$ cat src/rtl/nibble_serial_adder_ctrl.sv
`default_nettype none
// ============================================================================
//  Module   : nibble_serial_adder_ctrl
//  Purpose  : Sequencer around an external combinational 4-bit adder.
//             Takes W = 4*NIBBLES bit operands over a valid/ready handshake,
//             feeds the adder one nibble per cycle (LSB first), chains the
//             carry and returns the full-width sum/difference with carry-out
//             and signed overflow over a valid/ready output.
//  Revision : 1.0  initial release
// ============================================================================
module nibble_serial_adder_ctrl #(
  parameter int NIBBLES = 4
) (
  input  logic                 CLK,
  input  logic                 RST_N,
  // operand request
  input  logic                 IN_VALID,
  output logic                 IN_READY,
  input  logic [4*NIBBLES-1:0] OP_A,
  input  logic [4*NIBBLES-1:0] OP_B,
  input  logic                 SUB,
  // result
  output logic                 OUT_VALID,
  input  logic                 OUT_READY,
  output logic [4*NIBBLES-1:0] RESULT,
  output logic                 CARRY_OUT,
  output logic                 OVERFLOW,
  // external 4-bit adder
  output logic [3:0]           ADD_A,
  output logic [3:0]           ADD_B,
  output logic                 ADD_CIN,
  input  logic [3:0]           ADD_S,
  input  logic                 ADD_COUT
);

  localparam int W    = 4 * NIBBLES;
  // Slice index needs at least one bit even for a single-nibble build.
  localparam int IDXW = (NIBBLES > 1) ? $clog2(NIBBLES) : 1;

  localparam logic [IDXW-1:0] C_LAST_IDX = IDXW'(NIBBLES - 1);

  localparam logic [1:0] S_IDLE = 2'd0;
  localparam logic [1:0] S_RUN  = 2'd1;
  localparam logic [1:0] S_DONE = 2'd2;

  logic [1:0]      state_q,  state_d;
  logic [IDXW-1:0] idx_q,    idx_d;
  logic            carry_q,  carry_d;
  logic [W-1:0]    a_q,      a_d;
  logic [W-1:0]    b_q,      b_d;
  logic [W-1:0]    result_q, result_d;
  logic            cout_q,   cout_d;
  logic            ovf_q,    ovf_d;
  logic            ovalid_q, ovalid_d;

  logic            last_slice;

  assign last_slice = (idx_q == C_LAST_IDX);

  // Handshake and result outputs come straight from state; ready is gated
  // by reset so nothing is offered while the block is held in reset.
  assign IN_READY  = RST_N && (state_q == S_IDLE);
  assign OUT_VALID = ovalid_q;
  assign RESULT    = result_q;
  assign CARRY_OUT = cout_q;
  assign OVERFLOW  = ovf_q;

  // Present the current operand slice to the adder; quiet (all zero) outside RUN.
  always_comb begin
    ADD_A   = 4'h0;
    ADD_B   = 4'h0;
    ADD_CIN = 1'b0;
    if (state_q == S_RUN) begin
      ADD_CIN = carry_q;
      for (int i = 0; i < NIBBLES; i++) begin
        if (idx_q == IDXW'(i)) begin
          ADD_A = a_q[4*i +: 4];
          ADD_B = b_q[4*i +: 4];
        end
      end
    end
  end

  // Next-state logic: capture, per-slice accumulate, and result hand-off.
  always_comb begin
    state_d  = state_q;
    idx_d    = idx_q;
    carry_d  = carry_q;
    a_d      = a_q;
    b_d      = b_q;
    result_d = result_q;
    cout_d   = cout_q;
    ovf_d    = ovf_q;
    ovalid_d = ovalid_q;

    case (state_q)
      S_IDLE: begin
        if (IN_VALID) begin
          // Subtraction is A + ~B + 1: invert B here and seed the carry with SUB.
          a_d     = OP_A;
          b_d     = SUB ? ~OP_B : OP_B;
          carry_d = SUB;
          idx_d   = '0;
          state_d = S_RUN;
        end
      end

      S_RUN: begin
        for (int i = 0; i < NIBBLES; i++) begin
          if (idx_q == IDXW'(i)) begin
            result_d[4*i +: 4] = ADD_S;
          end
        end
        carry_d = ADD_COUT;
        if (last_slice) begin
          // Signed overflow: operands share a sign (B taken post-inversion)
          // and the top sum bit disagrees with it.
          cout_d   = ADD_COUT;
          ovf_d    = (a_q[W-1] == b_q[W-1]) && (ADD_S[3] != a_q[W-1]);
          ovalid_d = 1'b1;
          idx_d    = '0;
          state_d  = S_DONE;
        end else begin
          idx_d = idx_q + IDXW'(1);
        end
      end

      S_DONE: begin
        if (OUT_READY) begin
          ovalid_d = 1'b0;
          state_d  = S_IDLE;
        end
      end

      default: begin
        state_d = S_IDLE;
      end
    endcase
  end

  // State registers with synchronous active-low reset; reset aborts any op.
  always_ff @(posedge CLK) begin
    if (!RST_N) begin
      state_q  <= S_IDLE;
      idx_q    <= '0;
      carry_q  <= 1'b0;
      a_q      <= '0;
      b_q      <= '0;
      result_q <= '0;
      cout_q   <= 1'b0;
      ovf_q    <= 1'b0;
      ovalid_q <= 1'b0;
    end else begin
      state_q  <= state_d;
      idx_q    <= idx_d;
      carry_q  <= carry_d;
      a_q      <= a_d;
      b_q      <= b_d;
      result_q <= result_d;
      cout_q   <= cout_d;
      ovf_q    <= ovf_d;
      ovalid_q <= ovalid_d;
    end
  end

endmodule
`default_nettype wire
$ cat config.mk
export PLATFORM = sky130hd
export DESIGN_NAME = nibble_serial_adder_ctrl
export DESIGN_NICKNAME = d
export VERILOG_FILES = /design/src/rtl/nibble_serial_adder_ctrl.sv
export SDC_FILE = /design/constraint.sdc
export NUM_CORES = 1
export LEC_CHECK = 0
export BUFFER_PORTS_ARGS = -buffer_cell sky130_fd_sc_hd__clkbuf_2
export CAP_MARGIN = 20
export CELL_PAD_IN_SITES_DETAIL_PLACEMENT = 0
export CELL_PAD_IN_SITES_GLOBAL_PLACEMENT = 1
export CORE_MARGIN = 5
export CORE_UTILIZATION = 42
export DETAILED_ROUTE_END_ITERATION = 16
export PLACE_DENSITY_LB_ADDON = 0.2
export SYNTH_ARGS = -nofsm -noshare
export SYNTH_HDL_FRONTEND = slang
export SYNTH_SLANG_ARGS = --single-unit
$ cat constraint.sdc
create_clock -name CLK -period 4.23 [get_ports CLK]
set_clock_uncertainty 0.2 [all_clocks]
set_input_delay 0 -clock CLK [delete_from_list [all_inputs] [get_ports CLK]]
set_output_delay 0 -clock CLK [all_outputs]
set_load 0.005 [all_outputs]
==> results of run 1 <==
path summary, 6_finish.rpt:
check | from | to | slack [ns] | cells past startpoint
min reg2reg | CARRY_OUT$_SDFFE_PN0P_ | CARRY_OUT$_SDFFE_PN0P_ | 0.26 | 2
max reg2reg | idx_q[0]$_SDFFE_PN0P_ | OVERFLOW$_SDFFE_PN0P_ | 2.07 | 3
min | CARRY_OUT$_SDFFE_PN0P_ | CARRY_OUT$_SDFFE_PN0P_ | 0.26 | 2
max | idx_q[1]$_SDFFE_PN0P_ | ADD_B[3] | 1.59 | 6
logic make-up after synthesis:
family                   share of synthesized area [%]
AND/OR/NAND/NOR                                   19.9
XOR/XNOR                                          5.26
multiplexers                                      1.50
adder cells (fa/ha/maj)                           1.88
buffers and inverters                             5.96
flip-flops                                        42.0
AO/OA/AOI/OAI                                     23.5
state kept, by name, summed over array words and instances (netlist names):
name and cells:
RESULT 16, a_q 16, b_q 16, idx_q 2
state_q 2, CARRY_OUT 1, OUT_VALID 1, OVERFLOW 1
carry_q 1
cells in the mapped netlist, types with 2 or more instances:
cell type,number,area (um2)
nand2b_1,2,12.5
buf_6,2,22.5
dfxtp_1,56,1120
or3b_1,2,17.5
xnor2_1,16,140
nor2b_1,7,43.8
nand3_1,20,100
buf_2,7,35.0
o21ai_1,9,45.0
o21ai_0,2,10.0
inv_1,4,15.0
o32ai_1,2,17.5
a221oi_1,8,70.1
mux2i_1,4,40.0
nand3b_1,3,22.5
o211a_1,16,160
ha_1,4,50.1
a21boi_1,31,233
and2_1,2,12.5
o31ai_1,6,45.0
nand2_1,66,248
buf_4,5,37.5
clkbuf_1,12,45.0
metal layers:
layer  vias up  GRT usage (%)  routed length (um)
met5         -              0                   0
met4         0           3.65                  29
met3         2           3.38                 402
met2        60           27.9                3020
met1      1113           22.1                3020
li1       1227              -                   -
repair_timing:
item	CTS	global route
hold buffers	39	0
hold endpoints to repair	53	0
endpoints found under the setup margin	0	0
critical path: stages (launching register included):
cell and delay, ns:
dfxtp_1 0.39, inv_1 0.08, ha_1 0.37, nor2b_1 0.57, a221oi_1 0.16, o32ai_1 0.39, clkbuf_2 0.18
through the flow:
stage	setup WS [ns]	hold slack, ns	power [mW]	instances	util [%]
after floorplan	2.69	-0.0652	0.700	301	-
after global placement	2.01	0.0240	0.748	423	47.6
after detailed placement	1.89	0.0298	0.750	423	47.6
after CTS	1.55	0.255	1.05	469	55.0
after global routing	1.40	0.272	1.10	469	55.0
final	1.59	0.255	1.03	469	55.0
power by group through the flow:
stage | Sequential (mW) | Clock (mW) | Combinational [mW]
6_report | 0.576 | 0.269 | 0.187
5_1_grt | 0.581 | 0.306 | 0.209
4_1_cts | 0.577 | 0.287 | 0.190
3_5_place_dp | 0.589 | 0 | 0.161
3_3_place_gp | 0.589 | 0 | 0.159
2_1_floorplan | 0.582 | 0 | 0.118
final cells by class:
type	instances	area [um2]	area share, %
flip-flops and latches	56	1120	32.5
clock inverters	1	5.00	0.145
multi-input cells	214	1390	40.3
well taps	77	96.3	2.79
clock buffers	6	72.6	2.10
inverters	5	18.8	0.543
repair buffers	110	748	21.7
==> results.cfg, run 1 <==
[drt]
viasPerCell = 5.12
drt-total-wl_mm = 6.47
wire_per_inst_um = 13.8
drc = 0
num_vias = 2402
drtIter0Drc = 103
firstDrtPassIters = 4
ant_nets = 0

[power_and_ir_drop]
power_frac_seq_pct = 55.8
p_comb_share_pct = 18.1
swShare_pct = 25.8
vdd_drop_max_mv = 0.163
switchingPower_mw = 0.267
intPower_mw = 0.766
leakagePower_nw = 1.57
powerDensity_nw_per_um2 = 299
power.share.clock_pct = 26.1

[critical_path]
cp.required_ns = 4.03
arrival_ns = 2.44
critPathKind = flip-flop to primary output
path_max_fanout = 13
start_kind = flip-flop
end_kind = primary output

[clock_tree]
cts_setup_buffers = 0
cts_root_buffer = clkbuf_8
clkTransAtPathRegs_ns = 0.09
htreeDepth = 2
tritoncts = done
cts_buffers = 5
cts_sinks = 56
cts_buffer_depth = 2
worstSkewPairLatency_ns = 0.29
cts_resized = 0

[grt]
gr-total-overflow = 0
antenna_found_initial = 0
track_usage_pct = 16.6
grt_pass1_vias = 2222
grt_pass1_wl_mm = 10.5
grt_max_degree = 58

[placed_design]
gp_congestion = 0.709
placed_area_um2 = 2990
dp_hpwl_mm = 4.32
port_buffers = 70

[synthesis]
avgSynthCellArea_um2 = 8.86
synth_seq_cells = 56
yosysWarnings = 0
yosysUniqueCellTypes = 38
synth-edff-count = 0
ys.flop_type = dfxtp_1
ys_seq_area_share_pct = 42.0
netlist_area_um2 = 2670
synth_async_sr_flop_share_pct = 0
syn-num-nets = 347
synthCells = 301

[sta]
timing.fmax_ghz = 0.379
relSlewSlack_pct = 35.0
setup_tns_ns = 0
fin_crit_ns = 2.64
finalMaxSlewViolations = 0
setup-violations-final = 0
hold_viol = 0
period_share_pct = 62.3
rsz0062_at_grt = no
max_slew.worst_pin.slew_ns = 0.975

[floorplanning]
die_x_um = 89.7
die_h_um = 89.7
num_rows = 29
start_util_pct = 42.5
ios = 71
die_area_um2 = 8040
core_um2 = 6280

[finish]
drive_gt1_share_pct = 20.4
syn2layout_area_growth_pct = 29.6
fin_nets = 438
layout_common_cells = clkbuf_2, nand2_1, dfxtp_1
antenna_cells = 0
final_common_cell = clkbuf_2
design_area_um2 = 3450
num-fill-cells = 605

[worst_hold_path]
hold_class = flip-flop to flip-flop

[status]
status = completed

[flow_run]
cap_violations = 0
Power figures use the tool's default switching activity.
==> inputs of run 2 (changes only) <==
CORE_UTILIZATION = 39   (was 42)
clock period = 2.7 ns   (was 4.23 ns; I/O delays follow)
==> run 2 against run 1 <==
  * Utilization decreased by 3.1 points
  * Final area increased by 1.0%
  * Routed wire length increased by 5.4%
  * Worst setup slack got worse by 1.4 ns
  * Sequential cell count unchanged
  * Critical path depth unchanged
  * Largest power group unchanged
==> results.cfg, run 2 (synthesized netlist as in run 1, its figures left out) <==
[sta]
finalMaxSlewViolations = 0
setup-violations-final = 0
rsz0062_at_grt = no
setup_ws_ns = 0.225
timing.fmax_ghz = 0.404
setup_tns_ns = 0
hold_viol = 0
fin_crit_ns = 2.47
relSlewSlack_pct = 34.0
max_slew.worst_pin.slew_ns = 0.990
period_share_pct = 91.7

[drt]
viasPerCell = 5.07
firstDrtPassIters = 4
wire_per_inst_um = 14.4
drt-total-wl_mm = 6.82
ant_nets = 0
num_vias = 2405
drc = 0
drtIter0Drc = 95

[clock_tree]
cts_buffer_depth = 2
worstSkewPairLatency_ns = 0.30
cts_root_buffer = clkbuf_8
clkTransAtPathRegs_ns = 0.09
cts_sinks = 56
htreeDepth = 2
cts_setup_buffers = 0
tritoncts = done
cts_buffers = 5

[power_and_ir_drop]
vdd_drop_max_mv = 0.205
powerDensity_nw_per_um2 = 480
leakagePower_nw = 1.59

[grt]
antenna_found_initial = 0
gr-total-overflow = 0
grt_pass1_vias = 2243
grt_max_degree = 58
grt_pass1_wl_mm = 11.6
track_usage_pct = 16.6

[floorplanning]
core_um2 = 6720
num_rows = 30
ios = 71
start_util_pct = 39.7
die_h_um = 92.7
die_area_um2 = 8590
die_x_um = 92.7

[critical_path]
r2r_cells = 4
path_max_fanout = 13
cp.required_ns = 2.50
cp_cell_sequence = inv_1 -> ha_1 -> nor2b_2 -> a221oi_1 -> o32ai_1 -> clkbuf_2
cp_slowest_stage_delay_ns = 0.45
start_kind = flip-flop
r2r-start = state_q[0]$_SDFFE_PN0P_
end_kind = primary output
worst_path_max_delay_cell = nor2b_2
critPathKind = flip-flop to primary output
critical_path.startpoint = idx_q[1]$_SDFFE_PN0P_
arrival_ns = 2.27

[finish]
syn2layout_area_growth_pct = 30.9
multi_input_area_um2 = 1400
design_area_um2 = 3490
stdcell_count = 474
drive_gt1_share_pct = 21.3
final_common_cell = clkbuf_2
num-fill-cells = 641
antenna_cells = 0
register_area_um2 = 1120
fin_nets = 440
final_util_pct = 51.9
layout_common_cells = clkbuf_2, nand2_1, dfxtp_1

[worst_hold_path]
min_from = OP_A[6]
holdPathStages = 4
hold_class = primary input to flip-flop

[placed_design]
dp_slack_ns = 0.346
port_buffers = 70
placed_area_um2 = 3010
dp_hpwl_mm = 4.53
gp_congestion = 0.742
post-place-cells = 428

[status]
status = completed

[flow_run]
cap_violations = 0
-- run 2: cell types whose count changed in the layout (fill, tap and decap cells not counted), sizes merged --
cell / change
buf: +2
-- run 2: path summary, 6_finish.rpt --
path,slack [ns],end
worst max-delay path,0.23,ADD_B[3]
worst min register to register,0.26,RESULT[1]$_SDFFE_PN0P_
worst min-delay path,0.25,a_q[6]$_SDFFE_PN0P_
worst max register to register,0.69,RESULT[2]$_SDFFE_PN0P_
-- run 2: cell type report --
class / count / share of cell area [%]
sequential: 56 / 32.1
timing repair buffer: 112 / 21.9
multi-input combinational: 214 / 40.0
clock buffer: 6 / 2.37
tap: 80 / 2.87
clock inverter: 1 / 0.251
inverter: 5 / 0.538
-- run 2: routing by layer --
metal	routed length, um	share of wire (%)	track usage [%]
met5	0	0	0
met4	68	1.0	5.01
met3	325	4.8	3.17
met2	3230	47	26.2
met1	3200	47	23.1
-- run 2: power by group --
group	leakage, nW	total, mW	internal (mW)	switching, mW
sequential	0.459	0.905	0.872	0.0324
clock	0.0473	0.475	0.205	0.270
combinational	1.09	0.297	0.153	0.144
total	1.59	1.68	1.23	0.446
-- run 2: timing repair --
item,4_1_cts,5_1_grt
endpoints found under the hold margin,53,0
hold buffers,39,0
resized for setup,1,0
endpoints found under the setup margin,2,0
-- run 2: metrics by stage --
stage                     hold WS (ns)  power [mW]
after floorplan                -0.0652        1.10
after global placement          0.0244        1.18
after detailed placement        0.0305        1.18
after CTS                        0.237        1.70
after global routing             0.259        1.77
final                            0.254        1.68
-- run 2: critical path, delay by kind of cell, from the launching register on --
family / cells / cell delay (ns)
buffers and inverters: 2 / 0.26
flip-flops: 1 / 0.38
adder cells (fa/ha/maj): 1 / 0.39
AO/OA/AOI/OAI: 2 / 0.49
AND/OR/NAND/NOR: 1 / 0.45
==> inputs of run 3 (changes only) <==
ABC_AREA = 1   (was default)
CORE_UTILIZATION = 36   (was 39)
==> run 3 against run 2 <==
  * First-iteration DRC count grew 15%
  * Synthesized area shrank 3.1%
  * Sequential power grew 0.8%
  * Register-to-register slack gained 0.08 ns
  * Routed wire length grew 2.6%
  * Via count grew 8.1%
  * Count of clock-buffer cells in the layout is the same
  * Global-route usage grew 0.15 points
  * Clock power grew 3%
  * Power grew 3.8%
  * Non-clock buffer count grew 10
  * Die area grew 4.4%
  * Largest power group unchanged
==> results.cfg, run 3 <==
[status]
status = completed

[synthesis]
synth_async_sr_flop_share_pct = 0
yosysTopAreaCellShare_pct = 43.4
synth_seq_cells = 56
ys_seq_area_share_pct = 43.4
yosys.area_share.simple_pct = 32.3
synthTopCellsByArea = dfxtp_1, nor2_1, nand2_1
yosysMostFrequentCell = nor2_1
synth_top_cell_by_area = dfxtp_1
synthCells = 377
synth-edff-count = 0
syn-num-nets = 423
synthAdderAreaFrac_pct = 1.94
synth_top_family_by_area = simple AND/OR/NAND/NOR gates
netlist_area_um2 = 2580
ys.flop_type = dfxtp_1
yosysUniqueCellTypes = 20
yosysWarnings = 0
avgSynthCellArea_um2 = 6.85
synth_common_cells = nor2_1, nand2_1, dfxtp_1, o21ai_0, a21oi_1
synth_xor_xnor_area_share_pct = 5.42
synth_compound_area_share_pct = 9.69
synth_mux_area_share_pct = 0

[grt]
track_usage_pct = 16.8
antenna_found_initial = 0
grt_pass1_wl_mm = 11.9
grt_pass1_vias = 2503
gr-total-overflow = 0
grt_max_degree = 37

[power_and_ir_drop]
power.share.clock_pct = 28.1
vdd_drop_max_mv = 0.253
p_comb_share_pct = 19.4
powerDensity_nw_per_um2 = 489
power_frac_seq_pct = 52.5
swShare_pct = 28.0
switchingPower_mw = 0.488
leakagePower_nw = 1.70
intPower_mw = 1.25

[drt]
ant_nets = 0
viasPerCell = 4.45
firstDrtPassIters = 4
drt-total-wl_mm = 6.99
num_vias = 2601
drc = 0
drtIter0Drc = 109
wire_per_inst_um = 12.0

[floorplanning]
core_um2 = 6910
die_h_um = 94.7
die_x_um = 94.7
ios = 71
die_area_um2 = 8970
start_util_pct = 37.4
num_rows = 30

[sta]
hold_viol = 0
fin_crit_ns = 2.21
setup_ws_ns = 0.488
rsz0062_at_grt = no
period_share_pct = 81.9
timing.fmax_ghz = 0.452
setup_tns_ns = 0
whs_ns = 0.236
relSlewSlack_pct = 62.1
finalMaxSlewViolations = 0
setup-violations-final = 0
max_slew.worst_pin.slew_ns = 0.568

[placed_design]
dp_hpwl_mm = 4.78
port_buffers = 70
post-place-cells = 526
gp_congestion = 0.774
dp_slack_ns = 0.764

[finish]
antenna_cells = 0
num-fill-cells = 749
layout_common_cells = nor2_1, nand2_1, clkbuf_2
multi_input_area_um2 = 1270
final_util_pct = 51.5
syn2layout_area_growth_pct = 37.7
stdcell_count = 584
final_common_cell = nor2_1
register_area_um2 = 1120
drive_gt1_share_pct = 17.8
fin_nets = 533

[critical_path]
worst_path_max_delay_cell = inv_1
cp_cell_sequence = ha_1 -> nand3_1 -> inv_1 -> nand2_1 -> nand2_1 -> clkbuf_2
path_max_fanout = 12
cp_common_cell = nand2_1
critPathKind = flip-flop to primary output
cp_slowest_stage_delay_ns = 0.47
arrival_ns = 2.01
cpLargestDelayFamily = buffers and inverters
path_buf_inv = 2
rrSetupSlack_ns = 0.77
end_kind = primary output
start_kind = flip-flop
cp.required_ns = 2.50

[clock_tree]
cts_buffer_depth = 2
cts_setup_buffers = 0
cts_root_buffer = clkbuf_8
tritoncts = done
cts_buffers = 5
cts_resized = 0
clkTransAtPathRegs_ns = 0.10
cts_sinks = 56
htreeDepth = 2
worstSkewPairLatency_ns = 0.31

[worst_hold_path]
hold_class = primary input to flip-flop

[flow_run]
cap_violations = 0
## run 3: changes by cell type after synthesis, moves of 8 or more
| cell | before | now |
|---|---|---|
| o211a_1 | 16 | 0 |
| nor2_1 | 1 | 112 |
| nand2_1 | 66 | 80 |
| a21boi_1 | 31 | 0 |
| a221oi_1 | 8 | 0 |
| o21ai_1 | 9 | 0 |
| o21ai_0 | 2 | 31 |
| a21oi_1 | 1 | 19 |
| inv_1 | 4 | 18 |
## run 3: power groups by stage
stage,Clock (mW),Sequential [mW],Combinational (mW)
finish,0.489,0.912,0.338
detailed placement,0,0.932,0.280
global placement,0,0.931,0.278
floorplan,0,0.925,0.194
CTS,0.506,0.913,0.340
global route,0.545,0.921,0.388
## run 3: layout make-up
type,instances,share of cell area [%]
clock inverter,2,0.422
clock buffer,6,2.32
sequential,56,31.5
tap,96,3.38
multi-input combinational,281,35.8
timing repair buffer,122,24.3
inverter,21,2.22
## run 3: path summary, 6_finish.rpt
kind / endpoint / start / cells past startpoint
max: ADD_A[0] / idx_q[1]$_SDFFE_PN0P_ / 6
min: b_q[5]$_SDFFE_PN0P_ / SUB / 5
max reg2reg: RESULT[10]$_SDFFE_PN0P_ / idx_q[0]$_SDFFE_PN0P_ / 7
min reg2reg: OUT_VALID$_SDFFE_PN0P_ / OUT_VALID$_SDFFE_PN0P_ / 2
## run 3: what timing repair did
action	4_1_cts	5_1_grt
setup endpoints to repair	0	0
hold buffers	50	0
endpoints found under the hold margin	56	0
## run 3: logic make-up after synthesis
group                    Yosys count
AO/OA/AOI/OAI                     50
XOR/XNOR                          16
adder cells (fa/ha/maj)            4
buffers and inverters             40
flip-flops                        56
AND/OR/NAND/NOR                  211
## run 3: routing by layer
layer	global-route usage [%]	up-vias	part of all wire, %
met3	3.82	4	5.2
met1	21.6	1152	47
met5	0	-	0
li1	-	1383	-
met4	3.97	0	0.61
met2	28.5	62	47
## run 3: worst min-delay path, stage by stage
cell      delay (ns)
clkbuf_2        0.33
xnor2_1         0.26
nand2_1         0.04
nand2_1         0.05
nor2_1          0.03
## run 3: through the flow
| step | instance area, um2 | power (mW) |
|---|---|---|
| 6_report | 3560 | 1.74 |
| 5_1_grt | 3560 | 1.85 |
| 4_1_cts | 3560 | 1.76 |
| 3_5_place_dp | 2960 | 1.21 |
| 3_3_place_gp | 2960 | 1.21 |
| 2_1_floorplan | 2580 | 1.12 |
